**config.mk**
```make
export PLATFORM = sky130hd
export DESIGN_NAME = gp_dma_prog_flat
export DESIGN_NICKNAME = d
export VERILOG_FILES = /design/src/rtl/gp_dma_prog_if.sv /design/src/rtl/gp_dma_prog.sv /design/src/flat_wrapper.sv
export SDC_FILE = /design/constraint.sdc
export NUM_CORES = 1
export LEC_CHECK = 0
export BUFFER_PORTS_ARGS = -buffer_cell sky130_fd_sc_hd__buf_2
export CAP_MARGIN = 20
export CORE_ASPECT_RATIO = 1.4
export CORE_MARGIN = 2
export CORE_UTILIZATION = 30
export DETAILED_ROUTE_END_ITERATION = 16
export PLACE_DENSITY = 0.5
export SLEW_MARGIN = 40
export SYNTH_ARGS = -nofsm -noshare
export SYNTH_HDL_FRONTEND = slang
export SYNTH_SLANG_ARGS = --single-unit
export TNS_END_PERCENT = 30
```
**constraint.sdc**
```tcl
create_clock -name cbus_clk -period 4.1 [get_ports cbus_clk]
set_input_delay 0.41 -clock cbus_clk [delete_from_list [all_inputs] [get_ports cbus_clk]]
set_output_delay 0.41 -clock cbus_clk [all_outputs]
set_load 0.05 [all_outputs]
```
**src/rtl/gp_dma_prog_if.sv**
```systemverilog
// gp_dma_prog_if: cbus register-access bundle between the gp_dma_prog
// initiator (master) and the gp_dma channel register slave.
//   master_cbus_req      single-cycle access strobe
//   master_cbus_cmd      1 = read, 0 = write
//   master_cbus_address  register index (0 SRC_ADDR, 1 DEST_ADDR, 2 CTRL)
//   master_cbus_wdata    write data
//   master_cbus_byten    byte enables
//   master_cbus_rdata    read data, valid in the same cycle as req
//   master_cbus_aerror   address error, valid in the same cycle as req
interface gp_dma_prog_if;
  logic        master_cbus_req;
  logic        master_cbus_cmd;
  logic [3:0]  master_cbus_address;
  logic [31:0] master_cbus_wdata;
  logic [3:0]  master_cbus_byten;
  logic [31:0] master_cbus_rdata;
  logic        master_cbus_aerror;

  modport master (
    output master_cbus_req,
    output master_cbus_cmd,
    output master_cbus_address,
    output master_cbus_wdata,
    output master_cbus_byten,
    input  master_cbus_rdata,
    input  master_cbus_aerror
  );

  modport slave (
    input  master_cbus_req,
    input  master_cbus_cmd,
    input  master_cbus_address,
    input  master_cbus_wdata,
    input  master_cbus_byten,
    output master_cbus_rdata,
    output master_cbus_aerror
  );
endinterface

```
**src/rtl/gp_dma_prog.sv**
```systemverilog
// gp_dma_prog: descriptor-driven cbus initiator that programs one gp_dma
// channel. Descriptors are queued, the channel CTRL register is polled until
// neither pending nor active, then SRC_ADDR, DEST_ADDR and CTRL (go bit set)
// are written. Completion (ok / zero-length / address error / timeout) is
// reported with a one-cycle cpl_valid pulse.
// Ports:
//   cbus_clk, cbus_rst     clock, synchronous active-high reset
//   desc_*                 descriptor valid/ready handshake and fields
//   cbus                   cbus register access bundle (master side)
//   done_intr              one-cycle completion pulse from the channel
//   cpl_valid, cpl_status  completion pulse and status
//   busy                   queue non-empty or sequencer not idle
module gp_dma_prog #(
  parameter int FIFO_DEPTH     = 4,
  parameter int POLL_GAP       = 4,
  parameter int TIMEOUT_CYCLES = 65535
) (
  input  logic                 cbus_clk,
  input  logic                 cbus_rst,
  input  logic                 desc_valid,
  output logic                 desc_ready,
  input  logic [31:0]          desc_src,
  input  logic [31:0]          desc_dst,
  input  logic [17:0]          desc_byte_count,
  input  logic [1:0]           desc_burst,
  input  logic [1:0]           desc_src_amode,
  input  logic [1:0]           desc_dst_amode,
  input  logic [2:0]           desc_pri,
  gp_dma_prog_if.master        cbus,
  input  logic                 done_intr,
  output logic                 cpl_valid,
  output logic [1:0]           cpl_status,
  output logic                 busy
);
  localparam int PTR_W = $clog2(FIFO_DEPTH);
  localparam int CNT_W = PTR_W + 1;
  localparam int TMO_W = $clog2(TIMEOUT_CYCLES + 1);
  localparam int GAP_W = $clog2(POLL_GAP + 1);

  localparam logic [1:0] ST_OK   = 2'b00;
  localparam logic [1:0] ST_ZERO = 2'b01;
  localparam logic [1:0] ST_AERR = 2'b10;
  localparam logic [1:0] ST_TMO  = 2'b11;

  localparam logic [3:0] ADDR_SRC  = 4'd0;
  localparam logic [3:0] ADDR_DST  = 4'd1;
  localparam logic [3:0] ADDR_CTRL = 4'd2;

  typedef struct packed {
    logic [31:0] src;
    logic [31:0] dst;
    logic [17:0] byte_count;
    logic [1:0]  burst;
    logic [1:0]  src_amode;
    logic [1:0]  dst_amode;
    logic [2:0]  pri;
  } desc_t;

  typedef enum logic [3:0] {
    IDLE, POLL, POLL_WAIT, WR_SRC, WR_DST, WR_CTRL, WAIT_DONE, ABORT, CPL
  } state_t;

  // Descriptor queue
  desc_t            fifo_mem [FIFO_DEPTH];
  logic [PTR_W-1:0] wr_ptr_reg, rd_ptr_reg;
  logic [CNT_W-1:0] count_reg;
  logic             fifo_full, fifo_empty, push, pop;
  desc_t            desc_in, head, work_reg;

  state_t           state_reg, state_next;
  logic [1:0]       status_next;
  logic [TMO_W-1:0] tmo_cnt_reg;
  logic [GAP_W-1:0] gap_cnt_reg;
  logic             tmo_hit, gap_done;
  logic [31:0]      ctrl_word;

  assign desc_in    = {desc_src, desc_dst, desc_byte_count, desc_burst,
                       desc_src_amode, desc_dst_amode, desc_pri};
  assign fifo_full  = (count_reg == CNT_W'(FIFO_DEPTH));
  assign fifo_empty = (count_reg == '0);
  assign desc_ready = !fifo_full && !cbus_rst;
  assign push       = desc_valid && desc_ready;
  assign pop        = (state_reg == IDLE) && !fifo_empty;
  assign head       = fifo_mem[rd_ptr_reg];
  assign busy       = !fifo_empty || (state_reg != IDLE);

  // "Reached" means this is the TIMEOUT_CYCLES-th counted cycle.
  assign tmo_hit  = (tmo_cnt_reg == TMO_W'(TIMEOUT_CYCLES - 1));
  assign gap_done = (gap_cnt_reg == GAP_W'(POLL_GAP - 1));

  assign ctrl_word = {1'b1, 2'b00, work_reg.pri, work_reg.dst_amode,
                      work_reg.src_amode, work_reg.burst, 2'b00,
                      work_reg.byte_count};

  // Storage has no reset; only pointers and count are cleared, which flushes.
  always_ff @(posedge cbus_clk) begin
    if (push) fifo_mem[wr_ptr_reg] <= desc_in;
  end

  always_ff @(posedge cbus_clk) begin
    if (cbus_rst) begin
      wr_ptr_reg <= '0;
      rd_ptr_reg <= '0;
      count_reg  <= '0;
    end else begin
      if (push) wr_ptr_reg <= wr_ptr_reg + 1'b1;
      if (pop)  rd_ptr_reg <= rd_ptr_reg + 1'b1;
      case ({push, pop})
        2'b10:   count_reg <= count_reg + 1'b1;
        2'b01:   count_reg <= count_reg - 1'b1;
        default: count_reg <= count_reg;
      endcase
    end
  end

  // Next state. An address error on any access ends the descriptor at once;
  // in WAIT_DONE a done pulse takes priority over a coincident timeout.
  always_comb begin
    state_next  = state_reg;
    status_next = ST_OK;
    case (state_reg)
      IDLE: begin
        if (!fifo_empty) begin
          if (head.byte_count == '0) begin
            state_next  = CPL;
            status_next = ST_ZERO;
          end else begin
            state_next = POLL;
          end
        end
      end
      POLL: begin
        if (cbus.master_cbus_aerror) begin
          state_next  = CPL;
          status_next = ST_AERR;
        end else if (tmo_hit) begin
          state_next  = CPL;
          status_next = ST_TMO;
        end else if (cbus.master_cbus_rdata[31] || cbus.master_cbus_rdata[30]) begin
          state_next = POLL_WAIT;
        end else begin
          state_next = WR_SRC;
        end
      end
      POLL_WAIT: begin
        if (tmo_hit) begin
          state_next  = CPL;
          status_next = ST_TMO;
        end else if (gap_done) begin
          state_next = POLL;
        end
      end
      WR_SRC, WR_DST, WR_CTRL: begin
        if (cbus.master_cbus_aerror) begin
          state_next  = CPL;
          status_next = ST_AERR;
        end else if (state_reg == WR_SRC) begin
          state_next = WR_DST;
        end else if (state_reg == WR_DST) begin
          state_next = WR_CTRL;
        end else begin
          state_next = WAIT_DONE;
        end
      end
      WAIT_DONE: begin
        if (done_intr) begin
          state_next  = CPL;
          status_next = ST_OK;
        end else if (tmo_hit) begin
          state_next = ABORT;
        end
      end
      ABORT: begin
        state_next  = CPL;
        status_next = cbus.master_cbus_aerror ? ST_AERR : ST_TMO;
      end
      CPL:     state_next = IDLE;
      default: state_next = IDLE;
    endcase
  end

  always_ff @(posedge cbus_clk) begin
    if (cbus_rst) begin
      state_reg   <= IDLE;
      work_reg    <= '0;
      tmo_cnt_reg <= '0;
      gap_cnt_reg <= '0;
    end else begin
      state_reg <= state_next;
      if (pop) work_reg <= head;
      // One counter serves both the polling phase and the done wait.
      if (state_reg == IDLE || state_reg == WR_CTRL) begin
        tmo_cnt_reg <= '0;
      end else if (state_reg == POLL || state_reg == POLL_WAIT ||
                   state_reg == WAIT_DONE) begin
        tmo_cnt_reg <= tmo_cnt_reg + 1'b1;
      end
      gap_cnt_reg <= (state_reg == POLL_WAIT) ? gap_cnt_reg + 1'b1 : '0;
    end
  end

  // Bus and completion outputs are registered from the next state so they
  // line up with the state they belong to; idle fields are forced to 0.
  always_ff @(posedge cbus_clk) begin
    if (cbus_rst) begin
      cbus.master_cbus_req     <= 1'b0;
      cbus.master_cbus_cmd     <= 1'b0;
      cbus.master_cbus_address <= '0;
      cbus.master_cbus_wdata   <= '0;
      cbus.master_cbus_byten   <= '0;
      cpl_valid                <= 1'b0;
      cpl_status               <= ST_OK;
    end else begin
      cbus.master_cbus_req     <= 1'b0;
      cbus.master_cbus_cmd     <= 1'b0;
      cbus.master_cbus_address <= '0;
      cbus.master_cbus_wdata   <= '0;
      cbus.master_cbus_byten   <= '0;
      cpl_valid                <= (state_next == CPL);
      cpl_status               <= (state_next == CPL) ? status_next : ST_OK;
      case (state_next)
        POLL: begin
          cbus.master_cbus_req     <= 1'b1;
          cbus.master_cbus_cmd     <= 1'b1;
          cbus.master_cbus_address <= ADDR_CTRL;
          cbus.master_cbus_byten   <= 4'hF;
        end
        WR_SRC: begin
          cbus.master_cbus_req     <= 1'b1;
          cbus.master_cbus_address <= ADDR_SRC;
          cbus.master_cbus_wdata   <= work_reg.src;
          cbus.master_cbus_byten   <= 4'hF;
        end
        WR_DST: begin
          cbus.master_cbus_req     <= 1'b1;
          cbus.master_cbus_address <= ADDR_DST;
          cbus.master_cbus_wdata   <= work_reg.dst;
          cbus.master_cbus_byten   <= 4'hF;
        end
        WR_CTRL: begin
          cbus.master_cbus_req     <= 1'b1;
          cbus.master_cbus_address <= ADDR_CTRL;
          cbus.master_cbus_wdata   <= ctrl_word;
          cbus.master_cbus_byten   <= 4'hF;
        end
        ABORT: begin
          // Writing CTRL with all zeros clears the channel's pending bit.
          cbus.master_cbus_req     <= 1'b1;
          cbus.master_cbus_address <= ADDR_CTRL;
          cbus.master_cbus_byten   <= 4'hF;
        end
        default: begin
        end
      endcase
    end
  end
endmodule

```
**src/flat_wrapper.sv**
```systemverilog
// flat-port wrapper written by rule: the top's interface ports become plain ports
module gp_dma_prog_flat 
#(
  parameter int FIFO_DEPTH     = 4,
  parameter int POLL_GAP       = 4,
  parameter int TIMEOUT_CYCLES = 65535
)
  (cbus_clk, cbus_rst, desc_valid, desc_ready, desc_src, desc_dst, desc_byte_count, desc_burst, desc_src_amode, desc_dst_amode, desc_pri, done_intr, cpl_valid, cpl_status, busy, cbus_master_cbus_req, cbus_master_cbus_cmd, cbus_master_cbus_address, cbus_master_cbus_wdata, cbus_master_cbus_byten, cbus_master_cbus_rdata, cbus_master_cbus_aerror);
  gp_dma_prog_if cbus_i ();
  input  logic cbus_clk;
  input  logic cbus_rst;
  input  logic desc_valid;
  output logic desc_ready;
  input  logic [31:0] desc_src;
  input  logic [31:0] desc_dst;
  input  logic [17:0] desc_byte_count;
  input  logic [1:0] desc_burst;
  input  logic [1:0] desc_src_amode;
  input  logic [1:0] desc_dst_amode;
  input  logic [2:0] desc_pri;
  input  logic done_intr;
  output logic cpl_valid;
  output logic [1:0] cpl_status;
  output logic busy;
  output wire logic [$bits(cbus_i.master_cbus_req)-1:0] cbus_master_cbus_req;
  output wire logic [$bits(cbus_i.master_cbus_cmd)-1:0] cbus_master_cbus_cmd;
  output wire logic [$bits(cbus_i.master_cbus_address)-1:0] cbus_master_cbus_address;
  output wire logic [$bits(cbus_i.master_cbus_wdata)-1:0] cbus_master_cbus_wdata;
  output wire logic [$bits(cbus_i.master_cbus_byten)-1:0] cbus_master_cbus_byten;
  input wire logic [$bits(cbus_i.master_cbus_rdata)-1:0] cbus_master_cbus_rdata;
  input wire logic [$bits(cbus_i.master_cbus_aerror)-1:0] cbus_master_cbus_aerror;
  assign cbus_master_cbus_req = cbus_i.master_cbus_req;
  assign cbus_master_cbus_cmd = cbus_i.master_cbus_cmd;
  assign cbus_master_cbus_address = cbus_i.master_cbus_address;
  assign cbus_master_cbus_wdata = cbus_i.master_cbus_wdata;
  assign cbus_master_cbus_byten = cbus_i.master_cbus_byten;
  assign cbus_i.master_cbus_rdata = cbus_master_cbus_rdata;
  assign cbus_i.master_cbus_aerror = cbus_master_cbus_aerror;
  gp_dma_prog #(.FIFO_DEPTH(FIFO_DEPTH), .POLL_GAP(POLL_GAP), .TIMEOUT_CYCLES(TIMEOUT_CYCLES)) u_core (.cbus_clk(cbus_clk), .cbus_rst(cbus_rst), .desc_valid(desc_valid), .desc_ready(desc_ready), .desc_src(desc_src), .desc_dst(desc_dst), .desc_byte_count(desc_byte_count), .desc_burst(desc_burst), .desc_src_amode(desc_src_amode), .desc_dst_amode(desc_dst_amode), .desc_pri(desc_pri), .cbus(cbus_i), .done_intr(done_intr), .cpl_valid(cpl_valid), .cpl_status(cpl_status), .busy(busy));
endmodule
```
# After elaboration in Yosys (flattened, before gate mapping)
# Memories as Yosys holds them, arrays and structs flattened. A register that Yosys moved wholly into a read port is not among the register bits.
# Cells that the tools add are included.
dict set report totals {
  mem_count 1
  regBits 166
  input_bits 128
  ramBits 364
  latch_bits 0
  mem_bits_ro 0
  out_inout_bits 47
}
dict set report classes {
  bitwise 2
  n_eq_ne 18
  n_lt_le_gt_ge 0
  reduce_logical 22
  shifts 0
  div 0
  mux 30
  mul 0
  add_sub_neg 6
}
# name words width read_ports rd_clocked_by_memory_dff wr line
set memory_table {}
lappend memory_table {u_core.fifo_mem 4 91 1 1 1 gp_dma_prog.sv:64} ;# desc_t fifo_mem [FIFO_DEPTH];
# cell n
set ops {}
lappend ops {{32-bit one-hot mux with 3 select lines} 1}
lappend ops {{4-bit two-way mux} 11}
lappend ops {{4-bit by 3-bit equality test with 1-bit output, second input constant} 7}
lappend ops {{4-bit one-hot mux with 6 select lines} 1}
lappend ops {{18-bit logical NOT} 1}
lappend ops {{16-bit by 1-bit adder with 16-bit output, second input constant} 1}
lappend ops {{16-bit equality test, second input constant} 1}
lappend ops {{2-bit two-way mux} 7}
lappend ops {{4-bit by 2-bit equality test with 1-bit output, second input constant} 3}
lappend ops {{2-bit one-hot mux with 5 select lines} 1}
lappend ops {{4-bit by 1-bit equality test with 1-bit output, second input constant} 2}
lappend ops {{1-bit two-way mux} 7}
lappend ops {{3-bit by 1-bit adder with 3-bit output, second input constant} 2}
lappend ops {{3-bit one-hot mux with 2 select lines} 1}
lappend ops {{2-bit OR reduction} 3}
lappend ops {{3-bit OR reduction} 2}
lappend ops {{1-bit logical OR} 5}
lappend ops {{5-bit OR reduction} 1}
lappend ops {{2-bit by 1-bit adder with 2-bit output, second input constant} 2}
lappend ops {{4-bit equality test, second input constant} 1}
lappend ops {{4-bit logical NOT} 1}
lappend ops {{2-bit one-hot mux with 2 select lines} 1}
lappend ops {{4-bit nonzero test} 1}
lappend ops {{3-bit by 2-bit equality test with 1-bit output, second input constant} 1}
lappend ops {{9 further kinds} 14}

# Depth between registers and ports, before layout
dict set report depth {
  depth_word 8
  mapped_depth 11
}

# Least setup slack after synthesis
# OpenSTA, ideal clock, no wires.
dict set report synth_timing {
  path_kind {input -> register}
  start {in cbus_rst}
  end {mem u_core.fifo_mem[0][0] (netlist name) (enable)}
  stages 3
  setup_ns 0.461
  slack_ns -0.198
  t_arrival_ns 3.838
  path_cell_list {clkbuf_1 > a31oi_1 > and3_1}
}
dict set report synth_between {
  elab_chain_len 5
}
# element line
set synth_rtl {}
lappend synth_rtl {{start, declared} flat_wrapper.sv:11} ;# input logic cbus_rst;
lappend synth_rtl {{1-bit logical NOT} gp_dma_prog.sv:81} ;# assign desc_ready = !fifo_full && !cbus_rst;
lappend synth_rtl {{1-bit logical AND} gp_dma_prog.sv:81}
lappend synth_rtl {{named net desc_ready} flat_wrapper.sv:13} ;# output logic desc_ready;
lappend synth_rtl {{1-bit logical AND} gp_dma_prog.sv:82} ;# assign push = desc_valid && desc_ready;
lappend synth_rtl {{1-bit two-way mux} gp_dma_prog.sv:97} ;# if (push) fifo_mem[wr_ptr_reg] <= desc_in;
lappend synth_rtl {{1-bit two-way mux (not written as such)} gp_dma_prog.sv:97}
lappend synth_rtl {{end, declared} gp_dma_prog.sv:64}
# The timed path passes the listed nets, and every way through them passes these cells.

==> reports/metrics.csv <==
metric;value;unit
report.final.setup_viol;0;
totalWireLength;47000;um
synthDistinctLibCells;54;
cts_tree;built;
critPathKind;reg2reg;
netlist_top_cells_count;sky130_fd_sc_hd__edfxtp_1 (364), sky130_fd_sc_hd__nand2_1 (198), sky130_fd_sc_hd__dfxtp_1 (162);
fill_cells;6118;
row_count;110;
synthTopCellsByArea;sky130_fd_sc_hd__edfxtp_1 (57%), sky130_fd_sc_hd__dfxtp_1 (17%), sky130_fd_sc_hd__mux4_2 (11%);
firstDrtPassIters;8;
slew_viol_final;0;
r2r_slack;1.33;ns
clock_sink_count;526;
cts_htree_levels;2;
status;finished, final reports clean;
switching_share;29.6;%
inserted_clock_buffers;53;
register_bit_total_from_synthesis;526;
post_cts_buffers;0;
grt_setup_unrepaired;false;
globalRoute.totalOverflow;0;
min_period;2.77;ns
drc;0;
gpl.final_weighted_congestion;0.769;
hold_path_class;in2reg;
route.antenna.remaining_nets;0;
dr_total_vias;10800;
design_power_total;0.0146;W
signal_arrival_time_at_the_worst_endpoint;3.21;ns
grt_pass1_vias;10900;
drt_first_iter_violations;914;
p_sw;0.00431;W
place_inst;2146;
vias_per_cell;4.75;
wire_length_of_the_first_global_routing_pass;70100;um
regToRegEndpoint;u_core.cbus.master_cbus_cmd;
drt-wirelength-per-cell;20.7;um
antenna_violations_before_repair;16;
reg2reg_depth;6;
post_cts_resize_count;0;
post_route_cells_drive_above_1_share;24.5;%
fin_crit_sh;67.6;%
postSynth.asyncResetShare;0;%
leakagePower;7.57;nW
p_seq_share;45.6;%
multi_input_area;4790;um2
fmax;0.361;GHz
layout.core_utilization;35.9;%
die_height;304;um
hold_viol;0;
cts.clk_slew.worst_paths;0.06;ns
hold-path-cell-count;1;
drv.max_cap_violation_count;0;
synth_top_flop_cell;sky130_fd_sc_hd__edfxtp_1;
seq_total_area_yosys;73.3;%
worstPathRequired;4.54;ns
synth_cells;1223;
power_density;633;nW/um2
internal_power;0.0102;W
instances_no_fill;2270;
finalClockSkew;0.0198;ns
synth_largest_type_area_fraction;56.5;%
post_synth_edffs;364;
hpwlAfterDp;28400;um
grt_use_total;14.1;%
largest_reg_flops;364;
finalSetupTns;0;ns
holdBufCountCts;22;
synth_top_area_cell;sky130_fd_sc_hd__edfxtp_1;
worst_ir_drop_on_vdd;402;uV
largest_net_degree_at_the_start_of_global_routing;95;
postSynthAreaPerCell;15.8;um2
crit_start_category;register;
capturing_element_type_of_the_critical_path;register;
initial_core_util;30.2;%
cts-root-buf;sky130_fd_sc_hd__clkbuf_16;
final_net_count;1521;
ctsLongestPathBuffers;3;
layout-area-overhead-vs-synth;18.8;%
core-area;64000;um2
hold_start;desc_dst[20];
power.share.clock;33.2;%
io-pin-count;175;
comb_power_share;21.2;%
timing.critical_path.fanout_max;22;
yosysWarnings;0;
synth_area;19300;um2
hold_end;u_core.fifo_mem[3][47];
yosysMostFrequentCell;sky130_fd_sc_hd__edfxtp_1;
tightestPinTransition;0.786;ns
fp.dieW;219;um
die_area;66500;um2
final-seq-area;14200;um2
max-slew-margin-rel;47.6;%
port-buffer-count;142;
clk_latency;0.60;ns
## critical path: stages (launching register included)
cell	delay [ns]
sky130_fd_sc_hd__dfxtp_4	0.67
sky130_fd_sc_hd__mux4_2	0.63
sky130_fd_sc_hd__nor4_1	0.44
sky130_fd_sc_hd__and4_1	0.33
sky130_fd_sc_hd__nand2_1	0.10
sky130_fd_sc_hd__a21oi_1	0.33
sky130_fd_sc_hd__nor4b_1	0.10
## worst max-delay path by stage
stage                                       end  slack (ns)  cells past startpoint
2_1_floorplan             u_core.fifo_mem[2][0]       -0.20                      3
3_3_place_gp   u_core.cbus.master_cbus_byten[2]        1.05                      8
3_5_place_dp                u_core.count_reg[2]        1.25                     10
4_1_cts             u_core.cbus.master_cbus_cmd        1.29                      6
5_1_grt                     u_core.count_reg[2]        1.11                      9
6_report            u_core.cbus.master_cbus_cmd        1.33                      6
## power groups by stage
stage               Clock (W)  Combinational [W]  Sequential, W
CTS                   0.00497            0.00319        0.00665
detailed placement          0            0.00316        0.00677
finish                0.00483            0.00308        0.00664
floorplan                   0            0.00231        0.00664
global placement            0            0.00313        0.00675
global route          0.00515            0.00343        0.00672
## cells by family after synthesis
| group | synth area share (%) |
|---|---|
| AO/OA/AOI/OAI | 5.33 |
| flip-flops | 73.3 |
| buffers and inverters | 2.10 |
| AND/OR/NAND/NOR | 7.10 |
| other | 0.0194 |
| adder cells (fa/ha/maj) | 0.686 |
| multiplexers | 10.7 |
| XOR/XNOR | 0.815 |
## layer usage
metal | GRT usage [%] | part of all wire [%] | vias to the layer above
met5 | 0 | 0.15 | -
met2 | 24.1 | 51 | 260
met4 | 4.41 | 2.2 | 14
met1 | 17.9 | 41 | 5466
li1 | - | - | 4948
met3 | 2.67 | 5.1 | 91
## per-stage QoR
step                hold WS (ns)  setup slack, ns  instance area [um2]
floorplan                  0.399           -0.197                19300
global placement           0.413             1.05                21000
detailed placement         0.420             1.25                21000
CTS                     0.000385             1.29                23000
global route              0.0128             1.11                23000
finish                    0.0377             1.33                23000
## cell usage in the layout, fill, tap and decap left out, drive strengths merged, types with 3 or more instances in the layout
master,synthesis,layout
mux4,91,91
nand2b,5,5
buf,31,159
diode,0,3
nand4,5,5
nor2b,4,4
clkinv,1,7
inv,15,19
ha,9,9
a22oi,5,5
a222oi,27,27
xnor2,10,10
and3,7,7
a21oi,103,103
clkbuf,46,82
clkinvlp,0,4
o21ai,5,5
a211oi,4,4
edfxtp,364,364
dfxtp,162,162
nand2,198,198
nor4,6,6
or3,5,5
xor2,8,8
bufinv,0,3
nor3,6,6
nor2,69,69
nand3,7,7
dlygate4sd3,0,22
## layout make-up
class                      count  area share [%]
sequential                   526            61.7
antenna                        3          0.0327
clock inverter                17           0.768
clock buffer                  82            6.82
inverter                      16           0.272
multi-input combinational    605            20.9
timing repair buffer         181            4.96
tap                          840            4.57
(Power assumes the default switching activity.)
